## src/rtl/frequency_meter.sv

```systemverilog
// Gated edge counter: counts synchronized rising edges of SigIn over GATE_CYCLES
// clock cycles and publishes the count once per contiguous window.
module frequency_meter #(
    parameter int unsigned GATE_CYCLES = 50000000,
    parameter int          CNT_W       = 32
) (
    input  logic             CLKIn,
    input  logic             Reset,
    input  logic             SigIn,
    input  logic             Enable,
    output logic [CNT_W-1:0] Freq,
    output logic             Valid,
    output logic             Overflow,
    output logic             Busy
);

    typedef enum logic [1:0] {IDLE, ARM, GATE} state_t;

    localparam logic [31:0]      LAST_GATE = 32'(GATE_CYCLES - 1);
    localparam logic [CNT_W-1:0] CNT_MAX   = '1;

    state_t           state_q, state_d;
    logic [2:0]       sync_q, sync_d;
    logic [31:0]      gate_cnt_q, gate_cnt_d;
    logic [CNT_W-1:0] edge_cnt_q, edge_cnt_d;
    logic [CNT_W-1:0] freq_q, freq_d;
    logic             win_ovf_q, win_ovf_d;
    logic             ovf_q, ovf_d;
    logic             valid_q, valid_d;

    logic             edge_det, at_max, last_gate, ovf_next;
    logic [CNT_W-1:0] cnt_next;

    // sync_q[0..2] = s1..s3; s1/s2 form the synchronizer, s3 the edge reference
    assign sync_d    = {sync_q[1:0], SigIn};
    assign edge_det  = sync_q[1] & ~sync_q[2];
    assign at_max    = (edge_cnt_q == CNT_MAX);
    assign last_gate = (gate_cnt_q == LAST_GATE);
    assign cnt_next  = (edge_det && !at_max) ? edge_cnt_q + CNT_W'(1) : edge_cnt_q;
    assign ovf_next  = win_ovf_q | (edge_det & at_max);

    always_comb begin
        state_d    = state_q;
        gate_cnt_d = gate_cnt_q;
        edge_cnt_d = edge_cnt_q;
        win_ovf_d  = win_ovf_q;
        freq_d     = freq_q;
        ovf_d      = ovf_q;
        valid_d    = 1'b0;
        case (state_q)
            IDLE: begin
                gate_cnt_d = '0;
                edge_cnt_d = '0;
                win_ovf_d  = 1'b0;
                if (Enable) state_d = ARM;
            end
            ARM: begin
                gate_cnt_d = '0;
                edge_cnt_d = '0;
                win_ovf_d  = 1'b0;
                state_d    = Enable ? GATE : IDLE;
            end
            GATE: begin
                if (last_gate) begin
                    // closing cycle: its own edge belongs to this window
                    freq_d     = cnt_next;
                    ovf_d      = ovf_next;
                    valid_d    = 1'b1;
                    gate_cnt_d = '0;
                    edge_cnt_d = '0;
                    win_ovf_d  = 1'b0;
                    state_d    = Enable ? GATE : IDLE;
                end else if (!Enable) begin
                    gate_cnt_d = '0;
                    edge_cnt_d = '0;
                    win_ovf_d  = 1'b0;
                    state_d    = IDLE;
                end else begin
                    gate_cnt_d = gate_cnt_q + 32'd1;
                    edge_cnt_d = cnt_next;
                    win_ovf_d  = ovf_next;
                end
            end
            default: state_d = IDLE;
        endcase
    end

    always_ff @(posedge CLKIn) begin
        if (Reset) begin
            state_q    <= IDLE;
            sync_q     <= '0;
            gate_cnt_q <= '0;
            edge_cnt_q <= '0;
            win_ovf_q  <= 1'b0;
            freq_q     <= '0;
            ovf_q      <= 1'b0;
            valid_q    <= 1'b0;
        end else begin
            state_q    <= state_d;
            sync_q     <= sync_d;
            gate_cnt_q <= gate_cnt_d;
            edge_cnt_q <= edge_cnt_d;
            win_ovf_q  <= win_ovf_d;
            freq_q     <= freq_d;
            ovf_q      <= ovf_d;
            valid_q    <= valid_d;
        end
    end

    assign Freq     = freq_q;
    assign Overflow = ovf_q;
    assign Valid    = valid_q;
    assign Busy     = (state_q != IDLE);

endmodule

```

## config.mk

```make
export PLATFORM = sky130hd
export DESIGN_NAME = frequency_meter
export DESIGN_NICKNAME = d
export VERILOG_FILES = /design/src/rtl/frequency_meter.sv
export SDC_FILE = /design/constraint.sdc
export NUM_CORES = 1
export LEC_CHECK = 0
export CORE_MARGIN = 3
export CORE_UTILIZATION = 40
export DETAILED_ROUTE_END_ITERATION = 8
export PLACE_DENSITY = 0.57
export SYNTH_ARGS = -nofsm -noshare
export SYNTH_HDL_FRONTEND = slang
export SYNTH_SLANG_ARGS = --single-unit
```

## constraint.sdc

```tcl
create_clock -name CLKIn -period 2.8 [get_ports CLKIn]
set_input_delay 0.56 -clock CLKIn [delete_from_list [all_inputs] [get_ports CLKIn]]
set_output_delay 0.56 -clock CLKIn [all_outputs]
set_load 0.02 [all_outputs]
```

# Word level (Yosys, flattened, before mapping)
# Cells that the tools add are included.
# word_totals
register_bits,104
latchBits,0
ramBits,0
rom_bits,0
wordCells,46
mem_count,0
# op_classes
shifts,0
eq_ne,6
order_cmp,0
bitwise,5
div,0
n_reduce_logical,9
muxes,16
mul,0
addsub,2
# ops
op,n
32-bit 2-to-1 mux,5
32-bit case mux with 2 select lines,2
32-bit by 1-bit adder with 32-bit output (second input constant),2
32-bit by 26-bit == test with 1-bit output (second input constant),1
32-bit == test (second input constant),1
2-bit 2-to-1 mux,4
2-bit case mux with 3 select lines,1
2-bit AND reduction,2
2-bit nonzero test,2
2-bit OR reduction,2
1-bit 2-to-1 mux,3
3-bit != test (second input constant),1
1-bit AND,2
2-bit by 1-bit == test with 1-bit output (second input constant),1
2-bit == test (second input constant),1
2-bit logical NOT,1
2-bit != test (second input constant),1
1-bit NOT,2
1-bit case mux with 2 select lines,1
1-bit logical AND,1
1-bit logical NOT,1
1-bit bitwise OR,1

# Depth between registers and ports, before layout
# Gate-level depths: netlist of the first run.
# depth
ltp_word,7
ltp_mapped,9

# Worst setup path before layout of the first run
# No wires, ideal clock.
# synth_timing
path_type,register -> register
start,register gate_cnt_q[0]
end,register gate_cnt_q[30]
setup_slack_ns,0.652
n_path_buf,1
arrival_time_ns,2.009
synth_period_minus_slack_ns,2.148
path_stages_with_launch,9
required_ns,2.661
cell_sequence,dfxtp_1 > ha_1 > and3_1 > clkbuf_1 > nand4_1 > or4_1 > or3_1 > nand2_1 > a311oi_1
# synth_between
elab_chain_len,4
elab_cells_between_ends,5
classes_between,add/sub: 1; eq/ne: 1; mux: 3
# synth_rtl
element,line_no,text
from (decl),24,"logic [31:0] gate_cnt_q, gate_cnt_d;"
from (signal assigned),101,gate_cnt_q <= gate_cnt_d;
32-bit by 1-bit adder with 32-bit output,79,gate_cnt_d = gate_cnt_q + 32'd1;
32-bit 2-to-1 mux,73,end else if (!Enable) begin
32-bit 2-to-1 mux *,64,if (last_gate) begin
32-bit case mux with 2 select lines *,50,case (state_q)
# Every way passes the cells marked *; elsewhere a longest branch is shown, timed or not.
# A chain may end at the register's enable or synchronous reset.

# Final worst setup path of the first run
# layout_timing
start,register gate_cnt_q[0]
end,register gate_cnt_q[11]
# The elaborated chain is that of the path after synthesis.

==> results of run 1 <==
[final timing paths]
check | slack [ns] | from | to | depth (start not counted)
setup / recovery | 0.33 | gate_cnt_q[0]$_SDFFE_PP0P_ | gate_cnt_q[11]$_SDFFE_PP0P_ | 8
hold / removal | 0.45 | Freq[3]$_SDFFE_PP0P_ | Freq[3]$_SDFFE_PP0P_ | 2
setup reg to reg | 0.33 | gate_cnt_q[0]$_SDFFE_PP0P_ | gate_cnt_q[11]$_SDFFE_PP0P_ | 8
hold reg to reg | 0.45 | Freq[3]$_SDFFE_PP0P_ | Freq[3]$_SDFFE_PP0P_ | 2
[report_power, final]
part / internal, µW / leakage, µW / switching (µW) / total, µW
Sequential: 1480 / 0.000838 / 5.06 / 1490
Clock: 762 / 0.000148 / 548 / 1310
Combinational: 23.1 / 0.00100 / 46.0 / 69.1
[worst reg2reg max path, delay by kind of cell, from the launching register on]
| family | cells | cell delay [ns] |
|---|---|---|
| DFF | 1 | 0.40 |
| AOI/OAI and AO/OA | 4 | 0.95 |
| adders and majority gates | 1 | 0.23 |
| buffers and inverters | 1 | 0.29 |
| and+or+nand+nor | 2 | 0.47 |
[state kept, by name (all words and copies together) (netlist names)]
| name | flops |
|---|---|
| Overflow | 1 |
| Valid | 1 |
| edge_cnt_q | 32 |
| state_q | 2 |
| sync_q | 3 |
| win_ovf_q | 1 |
| Freq | 32 |
| gate_cnt_q | 32 |
[cell usage after synthesis (7+ instances only)]
cell,n,area [µm²]
dfxtp_1,104,2080
nor2_1,71,267
nand2_1,52,195
a21oi_1,43,215
o21ai_0,37,185
clkbuf_1,33,124
a211oi_1,32,240
nand3_1,30,150
a31oi_1,25,156
nand4_1,21,131
a311oi_1,20,175
and3_1,14,87.6
xnor2_1,14,123
xor2_1,14,123
nor4_1,11,68.8
nor3_1,10,50.1
and4_1,9,78.8
buf_2,9,45.0
o31ai_1,9,67.6
nor2b_1,8,50.1
a21o_1,7,52.6
nand2b_1,7,43.8
[kinds of logic (layout without fill, tap and decap cells)]
kind of cell	count (synthesis)	in the layout	share of synthesized area
buf+inv	49	91	0.0389
flops	104	104	0.379
compound gates	199	199	0.247
xor+xnor	28	28	0.0446
mux	3	3	0.00546
simple gates	279	279	0.281
fa+ha+maj	2	2	0.00455
[layer usage]
metal	global-route usage	wire [µm]
met3	0.0357	745
met1	0.282	6910
met4	0.0706	297
met2	0.358	7630
met5	0	0
[final cells by class]
cell class	count	area, µm²	share of cell area
Clock buffer	13	270	0.0417
Multi-Input combinational cell	511	3220	0.496
Timing Repair Buffer	72	643	0.0992
Inverter	4	15.0	0.00231
Tap cell	176	220	0.0340
Sequential cell	104	2080	0.321
Clock inverter	2	37.5	0.00579
[metrics by stage]
stage	std cells	util	power (µW)
after floorplan	664	-	1570
after global placement	867	0.463	1590
after detailed placement	867	0.463	1590
after CTS	882	0.486	2910
after global routing	882	0.486	2960
final	882	0.486	2870
==> results.sh, run 1 <==
export IMPL_status="complete, no violations"
export IMPL_synth_seq_cells=104
export IMPL_post_cts_repair_setup_buffers=0
export IMPL_powerDensity_nw_per_um2=442
export IMPL_start_util=0.412
export IMPL_overflow=0
export IMPL_critPathTopFamily="compound AO/OA/AOI/OAI gates"
export IMPL_peakVddDrop_uv=309
export IMPL_synth_seq_area_share=0.379
export IMPL_max_stage_delay_ns=0.65
export IMPL_antenna_found_initial=0
export IMPL_avgViaCountPerCell=6.04
export IMPL_postPlaceCellArea_um2=6180
export IMPL_setup_tns_ns=0
export IMPL_critPathLaunchType="flop"
export IMPL_clock_skew_ns=0.00968
export IMPL_required_ns=3.02
export IMPL_slowest_stage="o21bai_2"
export IMPL_max_slew_margin_rel=0.169
export IMPL_htree_levels=3
export IMPL_crit_chain="ha_1 > and3_1 > nand4_1 > o21bai_2 > buf_4 > a21oi_1 > o21ai_0 > a21oi_1"
export IMPL_coreArea_um2=13300
export IMPL_synthFlopType="dfxtp_1"
export IMPL_cp_num_buf_inv=1
export IMPL_synth_area_um2=5500
export IMPL_slew_viol_final=0
export IMPL_cts_sinks=104
export IMPL_nNetsFinal=708
export IMPL_hold_slack_ns=0.452
export IMPL_port_buffers=38
export IMPL_detail_route_antenna_nets=0
export IMPL_leakage_uw=0.00199
export IMPL_tightest_slew_ns=1.24
export IMPL_hold_viol=0
export IMPL_gp_congestion=0.946
export IMPL_fin_crit_sh=0.881
export IMPL_timing_fmax_ghz=0.405
export IMPL_ctsHoldBuffers=0
export IMPL_cts_resized=0
export IMPL_drt_iter0_drc=458
export IMPL_dp_slack_ns=0.279
export IMPL_die_area_um2=15200
export IMPL_postSynthAreaPerCell_um2=8.28
export IMPL_final_cell_area_um2=6490
export IMPL_grt_pass1_vias=4940
export IMPL_syn_num_nets=670
export IMPL_netlist_instances=664
export IMPL_row_count=42
export IMPL_drv_cap=0
export IMPL_drt_wl_total_um=15600
export IMPL_grt_total_usage=0.214
export IMPL_fin_ws_ns=0.333
export IMPL_n_antenna_cell=0
export IMPL_cp_arrival_ns=2.69
export IMPL_cts_tree="yes"
export IMPL_grt_max_degree=40
export IMPL_drc=0
export IMPL_fin_crit_ns=2.47
export IMPL_io_pins=39
export IMPL_synthDistinctLibCells=63
export IMPL_crit_type="flop to flop"
export IMPL_clk_pin_slew_worst_paths_ns=0.07
export IMPL_yosysWarnings=0
export IMPL_postSynth_asyncResetShare=0
export IMPL_rsz0062_at_grt="false"
export IMPL_crit_fanout=18
export IMPL_dr_pass1_iters=5
export IMPL_worst_setup_path_end_kind="flop"
export IMPL_final_setup_viol_count=0
export IMPL_cts_buffers=9
export IMPL_root_buffer="clkbuf_16"
export IMPL_drive_gt1_frac=0.102
export IMPL_crit_top_cell="a21oi_1"
export IMPL_num_vias=5329
export IMPL_holdCritPathClass="flop to flop"
export IMPL_grt_pass1_wl_um=25700
export IMPL_mostFrequentLayoutCell="dfxtp_1"
export IMPL_synth_edf_count=0
export IMPL_die_y_um=123
export IMPL_ctsLongestPathBuffers=2
export IMPL_clk_latency_ns=0.36
export IMPL_avgRoutedWirePerCell_um=17.7
export IMPL_fillers=1282
export IMPL_final_cell_mix="dfxtp_1, nor2_1, nand2_1, a21oi_1"
export IMPL_area_growth_pct=17.9
export IMPL_dp_hpwl_um=11100
export IMPL_die_w_um=123
Power figures use the tool's default switching activity.
==> inputs of run 2 (changes only) <==
--- a/config.mk
+++ b/config.mk
@@ -5,6 +5,7 @@
 export SDC_FILE = /design/constraint.sdc
 export NUM_CORES = 1
 export LEC_CHECK = 0
+export CAP_MARGIN = 20
 export CORE_MARGIN = 3
 export CORE_UTILIZATION = 40
 export DETAILED_ROUTE_END_ITERATION = 8
==> run 2 against run 1 <==
Against the previous run:
- sequential power hardly changed
- first-iteration DRC count down 3.7%
- cell count up 0.23%
- fmax decreased by 1.8%
- utilization fell by 0.10 points
- register-to-register slack got worse by 0.04 ns
- worst setup slack lost 0.044 ns
- non-clock buffer count is 1 higher
- clock power fell by 7%
- critical path depth unchanged
- hold slack barely moved
- critical endpoint unchanged
==> results.sh, run 2 (same netlist as run 1, synthesis figures left out) <==
export IMPL_seqPwrFrac=0.535
export IMPL_detail_route_antenna_nets=0
export IMPL_timing_fmax_ghz=0.398
export IMPL_top_usage_layer="met2"
export IMPL_htree_levels=3
export IMPL_max_slew_margin_rel=0.460
export IMPL_grt_pass1_vias=5027
export IMPL_crit_fanout=18
export IMPL_cts_resized=0
export IMPL_peakVddDrop_uv=336
export IMPL_cp_arrival_ns=2.73
export IMPL_die_w_um=123
export IMPL_avgViaCountPerCell=6.07
export IMPL_hold_path_cell_count=2
export IMPL_cts_buffers=9
export IMPL_antenna_found_initial=0
export IMPL_gp_congestion=0.946
export IMPL_nNetsFinal=709
export IMPL_final_cell_mix="dfxtp_1, nor2_1, nand2_1, a21oi_1"
export IMPL_switchingPower_uw=599
export IMPL_port_buffers=38
export IMPL_dp_hpwl_um=11200
export IMPL_ctsLongestPathBuffers=2
export IMPL_rsz0062_at_grt="false"
export IMPL_required_ns=3.02
export IMPL_status="complete, no violations"
export IMPL_cts_tree="yes"
export IMPL_clockPowerShare=0.440
export IMPL_fillers=1313
export IMPL_drc=0
export IMPL_overflow=0
export IMPL_die_y_um=123
export IMPL_drt_iter0_drc=441
export IMPL_powerDensity_nw_per_um2=430
export IMPL_final_setup_viol_count=0
export IMPL_post_place_cells=868
export IMPL_reg2reg_from="gate_cnt_q[0]$_SDFFE_PP0P_"
export IMPL_n_antenna_cell=0
export IMPL_mostFrequentLayoutCell="dfxtp_1"
export IMPL_fin_crit_sh=0.897
export IMPL_avgRoutedWirePerCell_um=17.9
export IMPL_area_growth_pct=17.7
export IMPL_gr_usage_met3=0.0503
export IMPL_start_util=0.412
export IMPL_row_count=42
export IMPL_setup_tns_ns=0
export IMPL_num_vias=5364
export IMPL_root_buffer="clkbuf_16"
export IMPL_netSwitchingFraction=0.215
export IMPL_dr_pass1_iters=5
export IMPL_fin_crit_ns=2.51
export IMPL_slew_viol_final=0
export IMPL_post_cts_repair_setup_buffers=0
export IMPL_fin_cells=884
export IMPL_hold_viol=0
export IMPL_use_met2=0.350
export IMPL_grt_met1_usage=0.283
export IMPL_grt_pass1_wl_um=25900
export IMPL_crit_start="gate_cnt_q[0]$_SDFFE_PP0P_"
export IMPL_clk_latency_ns=0.35
export IMPL_combPwrFrac=0.025
export IMPL_ctsHoldBuffers=0
export IMPL_leakage_uw=0.00199
export IMPL_r2r_cells=8
export IMPL_hp_start="Freq[3]$_SDFFE_PP0P_"
export IMPL_drv_cap=0
export IMPL_grt_total_usage=0.216
export IMPL_io_pins=39
export IMPL_p_int_uw=2180
export IMPL_critPathLaunchType="flop"
export IMPL_clock_skew_ns=0.00777
export IMPL_cts_sinks=104
export IMPL_worst_setup_path_end_kind="flop"
export IMPL_grt_max_degree=40
export IMPL_holdCritPathClass="flop to flop"
export IMPL_drt_wl_total_um=15800
export IMPL_clk_pin_slew_worst_paths_ns=0.07
export IMPL_tightest_slew_ns=0.810
export IMPL_coreArea_um2=13300
export IMPL_die_area_um2=15200
export IMPL_drive_gt1_frac=0.103
export IMPL_crit_type="flop to flop"
## run 2: worst max-delay path: stages, from the launching register on
cell and delay [ns]:
dfxtp_1 0.40, ha_1 0.23, and3_1 0.31, nand4_1 0.16, o21bai_2 0.67, buf_4 0.30, a21oi_1 0.06, o21ai_0 0.16
a21oi_1 0.09
## run 2: layer usage
layer / up-vias / part of all wire
met5: - / 0
met4: 0 / 0.021
met3: 26 / 0.052
met2: 165 / 0.47
met1: 2586 / 0.45
li1: 2587 / -
## run 2: layout make-up
type | count | area [µm²] | area share
clock inverter | 2 | 12.5 | 0.00193
clock buffer | 14 | 274 | 0.0423
multi-input combinational | 511 | 3220 | 0.497
timing repair buffer | 73 | 651 | 0.101
inverter | 4 | 15.0 | 0.00232
tap | 176 | 220 | 0.0340
sequential | 104 | 2080 | 0.322
## run 2: power by group through the flow
stage | sequential [µW] | clock [µW] | combinational, µW
after CTS | 1490 | 1260 | 69.2
final | 1490 | 1220 | 69.7
after global placement | 1520 | 0 | 67.6
after detailed placement | 1520 | 0 | 69.5
after floorplan | 1520 | 0 | 44.9
after global routing | 1490 | 1320 | 76.2
## run 2: path summary, 6_finish.rpt
kind	endpoint	slack [ns]
max	gate_cnt_q[11]$_SDFFE_PP0P_	0.29
min	Freq[3]$_SDFFE_PP0P_	0.45
max reg2reg	gate_cnt_q[11]$_SDFFE_PP0P_	0.29
min reg2reg	Freq[3]$_SDFFE_PP0P_	0.45
## run 2: metrics by stage
stage                     area [µm²]  worst slack (ns)  hold WS (ns)  utilization  total power [µW]
after floorplan                 5500             0.652         0.414            -              1570
after global placement          6180             0.282         0.443        0.463              1590
after detailed placement        6190             0.273         0.448        0.463              1590
after CTS                       6470             0.311         0.456        0.485              2820
after global routing            6470            0.0859         0.483        0.485              2880
final                           6470             0.289         0.452        0.485              2780
==> patch: new RTL, config.mk and constraints of run 2 <==
Register the inputs `SigIn` and `Enable` before use, without a reset. The logic sees them one clock later. Comments in the files are not updated.
--- a/src/rtl/frequency_meter.sv
+++ b/src/rtl/frequency_meter.sv
@@ -19,6 +19,14 @@
     localparam logic [31:0]      LAST_GATE = 32'(GATE_CYCLES - 1);
     localparam logic [CNT_W-1:0] CNT_MAX   = '1;
 
+    logic SigIn_q;
+    logic Enable_q;
+
+    always_ff @(posedge CLKIn) begin
+        SigIn_q  <= SigIn;
+        Enable_q <= Enable;
+    end
+
     state_t           state_q, state_d;
     logic [2:0]       sync_q, sync_d;
     logic [31:0]      gate_cnt_q, gate_cnt_d;
@@ -32,7 +40,7 @@
     logic [CNT_W-1:0] cnt_next;
 
     // sync_q[0..2] = s1..s3; s1/s2 form the synchronizer, s3 the edge reference
-    assign sync_d    = {sync_q[1:0], SigIn};
+    assign sync_d    = {sync_q[1:0], SigIn_q};
     assign edge_det  = sync_q[1] & ~sync_q[2];
     assign at_max    = (edge_cnt_q == CNT_MAX);
     assign last_gate = (gate_cnt_q == LAST_GATE);
@@ -52,13 +60,13 @@
                 gate_cnt_d = '0;
                 edge_cnt_d = '0;
                 win_ovf_d  = 1'b0;
-                if (Enable) state_d = ARM;
+                if (Enable_q) state_d = ARM;
             end
             ARM: begin
                 gate_cnt_d = '0;
                 edge_cnt_d = '0;
                 win_ovf_d  = 1'b0;
-                state_d    = Enable ? GATE : IDLE;
+                state_d    = Enable_q ? GATE : IDLE;
             end
             GATE: begin
                 if (last_gate) begin
@@ -69,8 +77,8 @@
                     gate_cnt_d = '0;
                     edge_cnt_d = '0;
                     win_ovf_d  = 1'b0;
-                    state_d    = Enable ? GATE : IDLE;
-                end else if (!Enable) begin
+                    state_d    = Enable_q ? GATE : IDLE;
+                end else if (!Enable_q) begin
                     gate_cnt_d = '0;
                     edge_cnt_d = '0;
                     win_ovf_d  = 1'b0;
Check against the original RTL: not equivalent (Yosys sat finds a counterexample within 4 cycles, from zero or initial values and one cycle with Reset high).
==> patch against run 2 <==
Total power is 3.3% higher. Worst setup slack better by 0.0095 ns. Area after synthesis is 2.2% lower. Sequential cell count is 2 higher. Design area is 2.3% lower. Clock power is 7% higher. Largest cell class unchanged. Maximum frequency is 0.38% higher. Wire length is 13% lower.
==> patch: results (changes against run 2) <==
POWER AND IR DROP
-----------------------------------------------------------------------
Combinational group power                                   0.0000575 W   was 0.0000697 W
Peak VDD IR                                                    352.2 uV   was 336.1 uV
Leak Pwr                                                       1.919 nW   was 1.987 nW
Cell internal pwr                                            0.002273 W   was 0.002182 W
P_clk                                                         0.00130 W   was 0.00122 W
Final Power                                                  0.002872 W   was 0.002781 W

ROUTING
-----------------------------------------------------------------------
Routed via count divided by cell count                            5.810   was 6.068
Metal1 wirelength                                               6601 um   was 7157 um
Routed length on met3                                            616 um   was 816 um
Post-detailed-route wirelength per cell                        16.22 um   was 17.87 um
Post-detailed-routing wire length                             13,800 um   was 15,800 um
DRC marker count from the first detailed-route iteration            342   was 441
Length of routed met2 wiring                                    6305 um   was 7492 um

GRT
-----------------------------------------------------------------------
GR Util All Layers                                               19.49%   was 21.64%
Global-route wire length before repair                        23,130 um   was 25,880 um
Met2 Track Usage GR                                              30.52%   was 35.00%
GRT met3 Usage                                                   3.807%   was 5.032%
Via count of the first global-routing pass                        4,634   was 5,027
Met1 routing resource usage after global routing                 26.66%   was 28.29%

TIMING
-----------------------------------------------------------------------
Maximum frequency from static timing analysis                 399.7 MHz   was 398.2 MHz
Least-Margin Pin Slew                                         0.7720 ns   was 0.8098 ns
WHS                                                           0.4430 ns   was 0.4519 ns
Max Clock Skew                                              0.005835 ns   was 0.007767 ns

WORST SETUP PATH
-----------------------------------------------------------------------
Crit path max-delay family                                 simple AND/OR/NAND/NOR gates   was compound AO/OA/AOI/OAI gates
Reg2reg end                                                Freq[22]$_SDFFE_PP0P_   was gate_cnt_q[11]$_SDFFE_PP0P_
Largest fanout on the critical path                                  50   was 18

YOSYS
-----------------------------------------------------------------------
Synth top area cells                                       sky130_fd_sc_hd__dfxtp_1 (39%), sky130_fd_sc_hd__nand2_1 (4.0%), sky130_fd_sc_hd__nor2_1 (4.0%)   was sky130_fd_sc_hd__dfxtp_1 (38%), sky130_fd_sc_hd__nor2_1 (4.8%), sky130_fd_sc_hd__a211oi_1 (4.4%)
Synth cell types                                                     66   was 63
Leading post-synthesis cells by instance count             sky130_fd_sc_hd__dfxtp_1 (106), sky130_fd_sc_hd__nand2_1 (58), sky130_fd_sc_hd__nor2_1 (58)   was sky130_fd_sc_hd__dfxtp_1 (104), sky130_fd_sc_hd__nor2_1 (71), sky130_fd_sc_hd__nand2_1 (52)
Cell count after synthesis                                          641   was 664

FINAL LAYOUT
-----------------------------------------------------------------------
Number of nets in the layout                                        680   was 709
Layout cells sized above 1                                       9.573%   was 10.31%

PLACE
-----------------------------------------------------------------------
Final Wtd Congestion                                             0.8842   was 0.9456
Final HPWL DP                                                   9684 um   was 11,220 um
Placed Area                                                0.006026 sq mm   was 0.006186 sq mm

HOLD PATH
-----------------------------------------------------------------------
Hold Path Depth                                                       1   was 2

RUN STATUS
-----------------------------------------------------------------------
Run status                                                    completed   unchanged

patch: cell types whose count changed in the layout (fill, tap and decap cells not counted), sizes merged, moves of 7 or more:
cell	before	now
nor2	71	59
o31ai	9	2
or3	4	12
nand2	52	59
a21oi	43	31
buf	36	27
o21ai	38	30
patch: logic make-up after synthesis:
| kind of cell | count (synthesis) | synth area share (%) |
|---|---|---|
| mux | 4 | 0.7676 |
| buf+inv | 51 | 4.094 |
| simple gates | 279 | 27.94 |
| compound gates | 170 | 22.56 |
| fa+ha+maj | 2 | 0.4652 |
| flops | 106 | 39.45 |
| xor+xnor | 29 | 4.722 |
patch: layout make-up:
type                            count  area [sq um]
Fill cell                        1234          6551
Multi-Input combinational cell    484          3047
Sequential cell                   106          2122
Timing Repair Buffer               64         608.1
Clock buffer                       14         264.0
Tap cell                          172         215.2
Clock inverter                      2         35.03
Inverter                            9         33.78
